`src/rtl/mul_share_pkg.sv`:
```
// mul_share_pkg: shared widths and the in-flight tag type for mul_share_ctrl.
package mul_share_pkg;
  localparam int OP_W = 16;
  localparam int PROD_W = 32;
  localparam int CNT_W = 16;
  // id field sized for the largest supported requester count (8)
  localparam int ID_W = 3;
  typedef struct packed {
    logic valid;
    logic [ID_W-1:0] id;
  } tag_t;
endpackage

```
`src/rtl/mul_share_ctrl_rr_pick.sv`:
```
// rr_pick: combinational round-robin picker; searches from last+1 upward, wrapping modulo N.
module rr_pick #(
  parameter int N = 4,
  parameter int IW = $clog2(N)
) (
  input  logic [N-1:0]  elig,
  input  logic [IW-1:0] last,
  output logic [N-1:0]  grant,
  output logic [IW-1:0] id,
  output logic          any
);
  logic [IW-1:0] idx;
  always_comb begin
    idx = '0;
    id = '0;
    any = 1'b0;
    for (int k = N; k >= 1; k--) begin
      idx = IW'((int'(last) + k) % N);
      if (elig[idx]) begin
        any = 1'b1;
        id = idx;
      end
    end
    grant = any ? N'(1) << id : '0;
  end
endmodule

```
`src/rtl/mul_share_ctrl.sv`:
```
// mul_share_ctrl: round-robin sharing of one registered 16x16 multiplier among NREQ requesters.
// Define MUL_SHARE_STATS_EN to add the per-requester grant counters on grant_cnt.
module mul_share_ctrl
  import mul_share_pkg::*;
#(
  parameter int NREQ = 4,
  parameter int MUL_LAT = 1
) (
  input  logic                   clk,
  input  logic                   rst_n,
  input  logic [NREQ-1:0]        req_valid,
  output logic [NREQ-1:0]        req_ready,
  input  logic [NREQ*OP_W-1:0]   req_a,
  input  logic [NREQ*OP_W-1:0]   req_b,
  output logic [NREQ-1:0]        rsp_valid,
  input  logic [NREQ-1:0]        rsp_ready,
  output logic [NREQ*PROD_W-1:0] rsp_data,
  output logic [OP_W-1:0]        mul_a,
  output logic [OP_W-1:0]        mul_b,
  input  logic [PROD_W-1:0]      mul_result
`ifdef MUL_SHARE_STATS_EN
  ,
  output logic [NREQ*CNT_W-1:0]  grant_cnt
`endif
);
  localparam int IW = $clog2(NREQ);
  logic [NREQ-1:0] busy, grant;
  logic [IW-1:0] last, pick_id;
  logic pick_any;
  tag_t tag_in, tag_out;
  tag_t [MUL_LAT:0] pipe;

  rr_pick #(.N(NREQ)) u_pick (
    .elig (req_valid & ~busy),
    .last (last),
    .grant(grant),
    .id   (pick_id),
    .any  (pick_any)
  );

  assign req_ready = grant & {NREQ{rst_n}};
  assign tag_in = '{valid: pick_any, id: ID_W'(pick_id)};
  assign tag_out = pipe[MUL_LAT];

  // tag pipeline lines up with the operand register plus MUL_LAT multiplier stages
  always_ff @(posedge clk or negedge rst_n)
    if (!rst_n) begin
      last <= IW'(NREQ - 1);
      mul_a <= '0;
      mul_b <= '0;
      pipe <= '0;
    end else begin
      pipe <= {pipe[MUL_LAT-1:0], tag_in};
      if (pick_any) begin
        last <= pick_id;
        mul_a <= OP_W'(req_a >> (OP_W * int'(pick_id)));
        mul_b <= OP_W'(req_b >> (OP_W * int'(pick_id)));
      end
    end

  // one outstanding op per requester, so a returning product never hits a valid slot
  always_ff @(posedge clk or negedge rst_n)
    if (!rst_n) begin
      busy <= '0;
      rsp_valid <= '0;
      rsp_data <= '0;
    end else
      for (int k = 0; k < NREQ; k++) begin
        if (grant[k]) busy[k] <= 1'b1;
        else if (rsp_valid[k] && rsp_ready[k]) busy[k] <= 1'b0;
        if (tag_out.valid && tag_out.id == ID_W'(k)) begin
          rsp_valid[k] <= 1'b1;
          rsp_data[k*PROD_W +: PROD_W] <= mul_result;
        end else if (rsp_ready[k]) rsp_valid[k] <= 1'b0;
      end

`ifdef MUL_SHARE_STATS_EN
  always_ff @(posedge clk or negedge rst_n)
    if (!rst_n) grant_cnt <= '0;
    else
      for (int k = 0; k < NREQ; k++)
        if (grant[k]) grant_cnt[k*CNT_W +: CNT_W] <= grant_cnt[k*CNT_W +: CNT_W] + 1'b1;
`endif
endmodule

```
`config.mk`:
```
export PLATFORM = sky130hd
export DESIGN_NAME = mul_share_ctrl
export DESIGN_NICKNAME = d
export VERILOG_FILES = /design/src/rtl/mul_share_pkg.sv /design/src/rtl/mul_share_ctrl_rr_pick.sv /design/src/rtl/mul_share_ctrl.sv
export SDC_FILE = /design/constraint.sdc
export NUM_CORES = 1
export LEC_CHECK = 0
export ABC_AREA = 1
export BUFFER_PORTS_ARGS = -buffer_cell sky130_fd_sc_hd__buf_2
export CELL_PAD_IN_SITES_DETAIL_PLACEMENT = 0
export CELL_PAD_IN_SITES_GLOBAL_PLACEMENT = 1
export CORE_ASPECT_RATIO = 2
export CORE_MARGIN = 3
export CORE_UTILIZATION = 37
export CTS_BUF_LIST = sky130_fd_sc_hd__clkbuf_16
export DETAILED_ROUTE_END_ITERATION = 10
export PLACE_DENSITY = 0.95
export SLEW_MARGIN = 0
export SYNTH_ARGS = -nofsm -noshare
export SYNTH_HDL_FRONTEND = slang
export SYNTH_SLANG_ARGS = --single-unit
```
`constraint.sdc`:
```
create_clock -name clk -period 2.9 [get_ports clk]
set_input_delay 0.145 -clock clk [delete_from_list [all_inputs] [get_ports clk]]
set_output_delay 0.145 -clock clk [all_outputs]
set_load 0.1 [all_outputs]
```
After elaboration in Yosys (flattened, before gate mapping)
Cells that the tools add are included.
Storage, ports and cells
  input bits: 170
  bits in registers: 176
  output and inout port bits: 168
  logic and storage cells: 86
Operators by class
  add/subtract/negate cells: 4
  mux-type cells: 33
  reductions and logical operators: 17
  equality and inequality tests: 3
  shifts and indexed selects: 3
  bitwise operators: 3
  magnitude comparators: 4
Operator list (count)
  64-bit by 6-bit >> shifter with 16-bit output: 2
  1-bit 2-to-1 mux: 24
  2-bit nonzero test: 8
  2-bit by 3-bit less-than comparator with 1-bit output (second input constant): 4
  4-bit AND: 2
  1-bit binary-select mux with 2-bit select: 4
  1-bit logical AND: 8
  2-bit 2-to-1 mux: 4
  2-bit by 1-bit adder with 2-bit output (second input constant): 2
  2-bit adder (second input constant): 2
  2-bit == test (second input constant): 2
  4-bit 2-to-1 mux: 1
  4-bit inverter: 1
  1-bit by 2-bit left shift with 4-bit output (first input constant): 1
  3-bit zero test: 1
  2-bit by 1-bit == test with 1-bit output (second input constant): 1

Depth between registers and ports, before layout
Gate-level depths: netlist of the first run.
  word-level depth: 11
  mapped depth: 17
  mapped depth without buffers: 14

By module
From an unflattened synthesis of the first run, not the netlist that was laid out.
Second synthesis, totals
  cells, all modules: 987
  area, all modules: 7937.6 sq um
Modules (own cells, without submodules)
  mul_share_ctrl: area an instance 7636.1 sq um, times used 1, seq. area each 4406.7 sq um, cells an instance 928
  rr_pick: area an instance 301.5 sq um, times used 1, seq. area each 0.0 sq um, cells an instance 59

Worst setup path before layout of the first run
OpenSTA, ideal clock, no wires.
  kind: register to output
  start point: reg last[0]
  end point: out req_ready[3]
  data required time: 2.755 ns
  path buffers: 3
  arrival: 3.571 ns
  stages on the path, launching flop included: 14
  setup slack: -0.816 ns
  path through: dfstp_2 > buf_6 > inv_2 > nand3_1 > nand2_2 > nand2_1 > nand2_1 > nand2_2 > nand2_1 > nand2_2 > nand2_4 > buf_6 > buf_8 > nor3_1
Between the ends
  word-level cells in the longest chain between the ends: 10
  elaborated cells on any way between the ends: 23
  classes of those cells: add/sub: 4; shift: 1; mux: 17; bitwise: 1
Ends and longest elaborated chain
  from (decl): line mul_share_ctrl.sv:28  | logic [IW-1:0] last, pick_id;
  from (signal assigned): line mul_share_ctrl.sv:48  | last <= IW'(NREQ - 1);
  from (signal assigned): line mul_share_ctrl.sv:55  | last <= pick_id;
  2-bit by 1-bit adder with 2-bit output: line mul_share_ctrl_rr_pick.sv:18  | idx = IW'((int'(last) + k) % N);
  1-bit binary-select mux with 2-bit select: line mul_share_ctrl_rr_pick.sv:19  | if (elig[idx]) begin
  1-bit 2-to-1 mux (not written as such): line mul_share_ctrl_rr_pick.sv:19
  2-bit 2-to-1 mux (4 in series): line mul_share_ctrl_rr_pick.sv:19
  1-bit by 2-bit left shift with 4-bit output: line mul_share_ctrl_rr_pick.sv:24  | grant = any ? N'(1) << id : '0;
  4-bit 2-to-1 mux *: line mul_share_ctrl_rr_pick.sv:24
  4-bit AND *: line mul_share_ctrl.sv:41  | assign req_ready = grant & {NREQ{rst_n}};
  to (decl): line mul_share_ctrl.sv:12  | output logic [NREQ-1:0] req_ready,
Every way passes the cells marked *; elsewhere a longest branch is shown, timed or not. The select of a mux whose other input is x is not followed.

Final worst setup path of the first run
  start point: reg last[0]
  end point: out req_ready[0]
The elaborated chain is that of the path after synthesis.

==> results.py, run 1 <==
metrics = {
    "final_layout": {
        "final_layout_net_count": 1415,
        "drive_gt1_frac": 0.344,
        "areaGrowthSynthToFinish_pct": 33.0,
        "fillers": 1993,
        "final-seq-area_mm2": 0.00441,
        "fin_cells": 1525,
        "multiInputGateArea_mm2": 0.00297,
    },
    "run_status": {
        "status": "finished clean",
    },
    "grt": {
        "met1_usage": 0.231,
        "maximum_number_of_pins_on_one_net_before_global_route_repair": 156,
        "busiest_metal_layer_after_global_routing": "met2",
        "grt.overflow.total": 0,
        "routing_usage_on_met3": 0.0486,
        "met2_usage": 0.389,
        "grt_first_pass_wirelength_um": 37800,
        "first_global_vias": 7158,
        "grt.total_usage": 0.211,
        "grt_antenna_before_repair": 0,
    },
    "detailed_routing": {
        "route.final.wire_length_um": 24300,
        "remaining_drc_errors": 0,
        "first_iter_violations": 340,
        "post_drt_via_cell_ratio": 4.83,
        "antenna_left": 0,
        "vias": 7367,
        "routed_wire_length_per_instance_um": 15.9,
        "firstDrtPassIters": 5,
    },
    "synth": {
        "synthesis.yosys.warnings": 0,
        "postSynthNetCount": 1100,
        "synth_top_cell_by_area": "sky130_fd_sc_hd__dfrtp_1",
        "synth-seq-area-share": 0.561,
        "ys_ff_latch": 176,
        "synthFlopType": "sky130_fd_sc_hd__dfrtp_1",
        "post-synth-top-count-cell": "sky130_fd_sc_hd__nand2_1",
        "yosys.area.top_type_share": 0.554,
        "synth.top_cells.by_count": "sky130_fd_sc_hd__nand2_1, sky130_fd_sc_hd__dfrtp_1, sky130_fd_sc_hd__o21ai_0, sky130_fd_sc_hd__nand3_1, sky130_fd_sc_hd__nor2_1",
        "synth_edf_count": 0,
        "synth_async_sr_flop_share": 1.00,
        "syn_avg_cell_area_um2": 8.45,
        "number_of_cells_produced_by_synthesis": 930,
        "netlist_top_cells_area": "sky130_fd_sc_hd__dfrtp_1, sky130_fd_sc_hd__nand2_1, sky130_fd_sc_hd__o21ai_0",
        "synth.cell_area_mm2": 0.00786,
        "synthDistinctLibCells": 28,
    },
    "placement": {
        "numPortBuffers": 337,
        "gpl.final_weighted_congestion": 0.874,
        "place_inst": 1485,
        "detailedPlacementHpwl_um": 17900,
    },
    "clock_network": {
        "cts_htree_levels": 4,
        "post_cts.repair.setup_buffers": 0,
        "clk_latency_ns": 0.43,
        "cts-buffers-inserted": 17,
        "cts_tree": "done",
        "cts.sinks": 176,
        "ctsRootBufferMaster": "sky130_fd_sc_hd__clkbuf_16",
        "clock_tree.buffer_depth": 2,
        "cts.reportedPaths.clkPinSlew_ns": 0.07,
    },
    "sta": {
        "number_of_max_slew_violations_in_the_final_report": 0,
        "tns_ns": 0,
        "maxClockFrequency_mhz": 373,
        "setup_viol_count_final": 0,
        "finalClockSkew_ns": 0.00851,
        "maxSlewHeadroom": 0.443,
        "final_min_period_over_clock_period": 0.926,
        "final_worst_path_period_need_ns": 2.68,
        "timing_worst_slew_pin_value_ns": 0.835,
        "final_hold_viol_count": 0,
        "rsz0062_at_grt": "false",
    },
    "worst_setup_path": {
        "worst_ep_required_time_ns": 2.76,
        "cp-start-kind": "flip-flop",
        "arrival_time_of_data_at_the_critical_path_endpoint_ns": 2.54,
        "crit_fanout": 15,
        "critPathKind": "flip-flop to primary output",
        "worstSetupEndpointType": "primary output",
    },
    "floorplan": {
        "fp.dieW_um": 109,
        "core.rowCount": 74,
        "floorplan.die_area_mm2": 0.0231,
        "dieHeight_um": 212,
        "initial_utilization": 0.381,
        "core-area_mm2": 0.0206,
        "floorplan.io_pins": 338,
    },
    "worst_hold_path": {
        "timing.hold.worst.class": "input port to flip-flop",
    },
    "flow_run": {
        "max_cap_violations": 0,
    },
}
## kinds of logic (layout without fill, tap and decap cells)
kind of cell | count (synthesis) | in the layout | synth area share
and+or+nand+nor | 505 | 505 | 0.286
xor gates and xnor gates | 1 | 1 | 0.00207
other | 0 | 1 | 0
AOI/OAI and AO/OA | 136 | 136 | 0.0866
DFF | 176 | 176 | 0.561
buffers and inverters | 112 | 440 | 0.0653
## placed cells by master, fill, tap and decap left out, drive strengths merged
| cell | netlist | layout |
|---|---|---|
| bufinv | 0 | 3 |
| nand2 | 292 | 292 |
| or2 | 32 | 32 |
| inv | 54 | 61 |
| nor2 | 66 | 66 |
| dlygate4sd3 | 0 | 7 |
| dfstp | 2 | 2 |
| o21ai | 135 | 135 |
| a21oi | 1 | 1 |
| clkinvlp | 0 | 2 |
| nand4 | 1 | 1 |
| buf | 31 | 347 |
| diode | 0 | 1 |
| nand3 | 110 | 110 |
| dfrtp | 174 | 174 |
| xnor2 | 1 | 1 |
| clkbuf | 27 | 17 |
| nor3 | 4 | 4 |
| clkinv | 0 | 3 |
## worst paths after layout
check	startpoint	endpoint	slack [ns]	depth (start not counted)
setup / recovery	last[0]$_DFFE_PN1N_	req_ready[0]	0.22	13
max in group asynchronous	rst_n	rsp_data[31]$_DFFE_PN0P_	1.67	3
min in group asynchronous	rst_n	rsp_data[69]$_DFFE_PN0P_	0.13	2
hold reg to reg	pipe[1]$_DFF_PN0_	pipe[5]$_DFF_PN0_	0.35	0
hold / removal	mul_result[5]	rsp_data[69]$_DFFE_PN0P_	0.03	3
setup reg to reg	last[0]$_DFFE_PN1N_	mul_a[12]$_DFFE_PN0N_	0.54	14
## sequential cells by signal, indices dropped and copies added (netlist names)
signal and flops:
rsp_data 128, mul_a 16, mul_b 16, pipe 6, busy 4, rsp_valid 4, last 2
## repair_timing
| action | in CTS | in global routing |
|---|---|---|
| resized for setup | 0 | 7 |
| endpoints found under the setup margin | 0 | 2 |
| hold endpoints to repair | 28 | 0 |
| hold buffers | 7 | 0 |
## metal layers
layer | vias to the layer above | wire length [um]
met4 | 0 | 621
met2 | 307 | 13400
met3 | 37 | 1600
met1 | 3420 | 8690
li1 | 3603 | -
met5 | - | 0
## through the flow
stage | hold WS [ns] | setup slack [ns] | area [um2] | util
3_5_place_dp | 0.0179 | 0.550 | 9760 | 0.473
6_report | 0.0290 | 0.216 | 10500 | 0.507
2_1_floorplan | -0.151 | 0.00293 | 7870 | -
3_3_place_gp | 0.00777 | 0.606 | 9760 | 0.473
5_1_grt | 0.0239 | 0.00437 | 10500 | 0.506
4_1_cts | 0.00120 | 0.0320 | 10400 | 0.506
## area by class of cell
class | instances | share of cell area
antenna | 1 | 0.000239
clock buffer | 17 | 0.0407
clock inverter | 15 | 0.0179
inverter | 54 | 0.0199
multi-input combinational | 642 | 0.284
sequential | 176 | 0.421
tap | 266 | 0.0318
timing repair buffer | 354 | 0.184
## critical path: stages (launching register included)
cell and delay (ns):
sky130_fd_sc_hd__dfstp_2 0.64, sky130_fd_sc_hd__inv_2 0.08, sky130_fd_sc_hd__nand3_1 0.09, sky130_fd_sc_hd__nand2_1 0.10
sky130_fd_sc_hd__nand2_1 0.10, sky130_fd_sc_hd__nand2_1 0.07, sky130_fd_sc_hd__inv_2 0.05, sky130_fd_sc_hd__nand2_2 0.05
sky130_fd_sc_hd__nand2_1 0.07, sky130_fd_sc_hd__nand2_2 0.09, sky130_fd_sc_hd__nand2_4 0.22, sky130_fd_sc_hd__nand2_2 0.12
sky130_fd_sc_hd__nor3_2 0.20, sky130_fd_sc_hd__buf_12 0.21
Power of run 1 is not shown: default switching activity piles up to over one toggle a cycle in this logic, so the estimate is an artifact.
==> run 2: changes to the inputs <==
--- a/config.mk
+++ b/config.mk
@@ -9,8 +9,7 @@
 export BUFFER_PORTS_ARGS = -buffer_cell sky130_fd_sc_hd__buf_2
 export CELL_PAD_IN_SITES_DETAIL_PLACEMENT = 0
 export CELL_PAD_IN_SITES_GLOBAL_PLACEMENT = 1
-export CORE_ASPECT_RATIO = 2
-export CORE_MARGIN = 3
+export CORE_ASPECT_RATIO = 1.5
 export CORE_UTILIZATION = 37
 export CTS_BUF_LIST = sky130_fd_sc_hd__clkbuf_16
 export DETAILED_ROUTE_END_ITERATION = 10
==> run 2 against run 1 <==
Clock skew up 0.0020 ns. Sequential cell count unchanged. Wire length down 5.0%. Global-route usage up 0.34 points. Hold slack about the same. Critical path depth down 1. Cell area up 0.15%. First-iteration DRC count down 2.4%. Cell count up 0.20%. Register-to-register slack better by 0.02 ns. Via count down 0.35%. Critical endpoint is now req_ready[2].
==> results.py, run 2 (same netlist as run 1, synthesis figures left out) <==
metrics = {
    "sta": {
        "maxClockFrequency_mhz": 357,
        "setup_viol_count_final": 0,
        "final_worst_path_period_need_ns": 2.80,
        "timing_worst_slew_pin_value_ns": 0.833,
        "rsz0062_at_grt": "true",
        "final_hold_viol_count": 0,
        "finalClockSkew_ns": 0.0105,
        "hold_slack_ns": 0.0294,
        "maxSlewHeadroom": 0.444,
        "tns_ns": 0,
        "final_min_period_over_clock_period": 0.965,
        "number_of_max_slew_violations_in_the_final_report": 0,
    },
    "run_status": {
        "status": "finished clean",
    },
    "detailed_routing": {
        "wl_met1_um": 9130,
        "firstDrtPassIters": 4,
        "met2WireLength_um": 11600,
        "antenna_left": 0,
        "met3RoutedLength_um": 1660,
        "first_iter_violations": 332,
        "remaining_drc_errors": 0,
        "routed_wire_length_per_instance_um": 15.1,
        "route.final.wire_length_um": 23100,
        "vias": 7341,
        "top_layer_used": "met4",
        "post_drt_via_cell_ratio": 4.80,
    },
    "grt": {
        "grt.overflow.total": 0,
        "maximum_number_of_pins_on_one_net_before_global_route_repair": 136,
        "grt_antenna_before_repair": 0,
        "grt_first_pass_wirelength_um": 36600,
        "first_global_vias": 7216,
        "grt.total_usage": 0.215,
    },
    "final_layout": {
        "layout.cells.most_common": "sky130_fd_sc_hd__buf_2",
        "final_layout_net_count": 1417,
        "fin_cells": 1528,
        "drive_gt1_frac": 0.348,
        "layout.cells.most_common_list": "sky130_fd_sc_hd__buf_2, sky130_fd_sc_hd__nand2_1, sky130_fd_sc_hd__dfrtp_1",
        "regMostFlops": "rsp_data",
        "antennaDiodeCount": 0,
        "largest_register_ff_count": 128,
        "reg_top3": "rsp_data (128), mul_a (16), mul_b (16)",
        "areaGrowthSynthToFinish_pct": 33.2,
    },
    "worst_setup_path": {
        "worst_ep_required_time_ns": 2.76,
        "timing.critical_path.buf_inv": 4,
        "most_prevalent_standard_cell_on_the_critical_path": "sky130_fd_sc_hd__nand2_1",
        "timing.critical_path.cells": "inv_2 -> nand3_1 -> nand2_2 -> nand2_1 -> nand3_1 -> nand2_1 -> nand2_1 -> nand2_2 -> inv_2 -> buf_4 -> nor3_2 -> buf_12",
        "critical_path_depth": 12,
        "critPathKind": "flip-flop to primary output",
        "cp-start-kind": "flip-flop",
        "timing.reg2reg.worst_path_depth": 15,
        "worstSetupEndpointType": "primary output",
        "critPathMaxStageDelay_ns": 0.66,
        "arrival_time_of_data_at_the_critical_path_endpoint_ns": 2.65,
        "worst_path_max_delay_cell": "sky130_fd_sc_hd__dfstp_2",
        "crit_fanout": 11,
        "path_delay_family": "simple AND/OR/NAND/NOR gates",
    },
    "worst_hold_path": {
        "timing.hold.worst.class": "input port to flip-flop",
        "hold_path_depth": 5,
    },
    "placement": {
        "numPortBuffers": 337,
        "detailedPlacementHpwl_um": 16800,
        "place_inst": 1491,
        "gpl.final_weighted_congestion": 0.833,
    },
    "floorplan": {
        "dieHeight_um": 181,
        "floorplan.io_pins": 338,
        "fp.dieW_um": 121,
        "core-area_mm2": 0.0209,
        "initial_utilization": 0.376,
        "core.rowCount": 65,
        "floorplan.die_area_mm2": 0.0218,
    },
    "clock_network": {
        "cts_tree": "done",
        "post_cts.repair.setup_buffers": 0,
        "cts_htree_levels": 4,
        "ctsRootBufferMaster": "sky130_fd_sc_hd__clkbuf_16",
        "cts.reportedPaths.clkPinSlew_ns": 0.07,
        "clock_tree.buffer_depth": 2,
        "clk_latency_ns": 0.43,
        "cts-buffers-inserted": 17,
        "cts.sinks": 176,
    },
    "flow_run": {
        "max_cap_violations": 0,
    },
}
## run 2: timing repair
action | CTS | global route
endpoints found under the hold margin | 178 | 0
setup endpoints to repair | 1 | 4
hold buffers | 5 | 0
resized for setup | 1 | 3
pin swaps | 0 | 1
## run 2: stage by stage
stage	instance area (um2)	util	setup WS, ns
4_1_cts	10500	0.501	0.0592
3_5_place_dp	9790	0.469	0.471
5_1_grt	10500	0.501	-0.0319
6_report	10500	0.501	0.100
3_3_place_gp	9790	0.469	0.551
2_1_floorplan	7870	-	0.00293
## run 2: worst register-to-register path: cells and delay by family (launching register included)
kind	cells	cell delay (ns)
flops	1	0.66
buf+inv	3	0.43
simple gates	12	1.17
## run 2: cell type report
type                       count  area (um2)
timing repair buffer         356        1940
fill                        2020       10400
sequential                   176        4410
inverter                      54         205
clock inverter                15         189
multi-input combinational    642        2980
tap                          268         335
clock buffer                  17         425
## run 2: final timing paths
path	from	endpoint	slack, ns
max in group asynchronous	rst_n	rsp_data[121]$_DFFE_PN0P_	1.91
min	req_b[3]	mul_b[3]$_DFFE_PN0N_	0.03
max	last[0]$_DFFE_PN1N_	req_ready[2]	0.10
max reg2reg	last[0]$_DFFE_PN1N_	mul_a[3]$_DFFE_PN0N_	0.56
min in group asynchronous	rst_n	pipe[3]$_DFF_PN0_	0.40
min reg2reg	pipe[1]$_DFF_PN0_	pipe[5]$_DFF_PN0_	0.35
## run 2: routing by layer
layer,vias up,GRT usage
met5,-,0
met4,0,0.0849
met3,32,0.0522
met2,315,0.384
met1,3386,0.241
li1,3608,-
Power of run 2 is left out for the same reason.
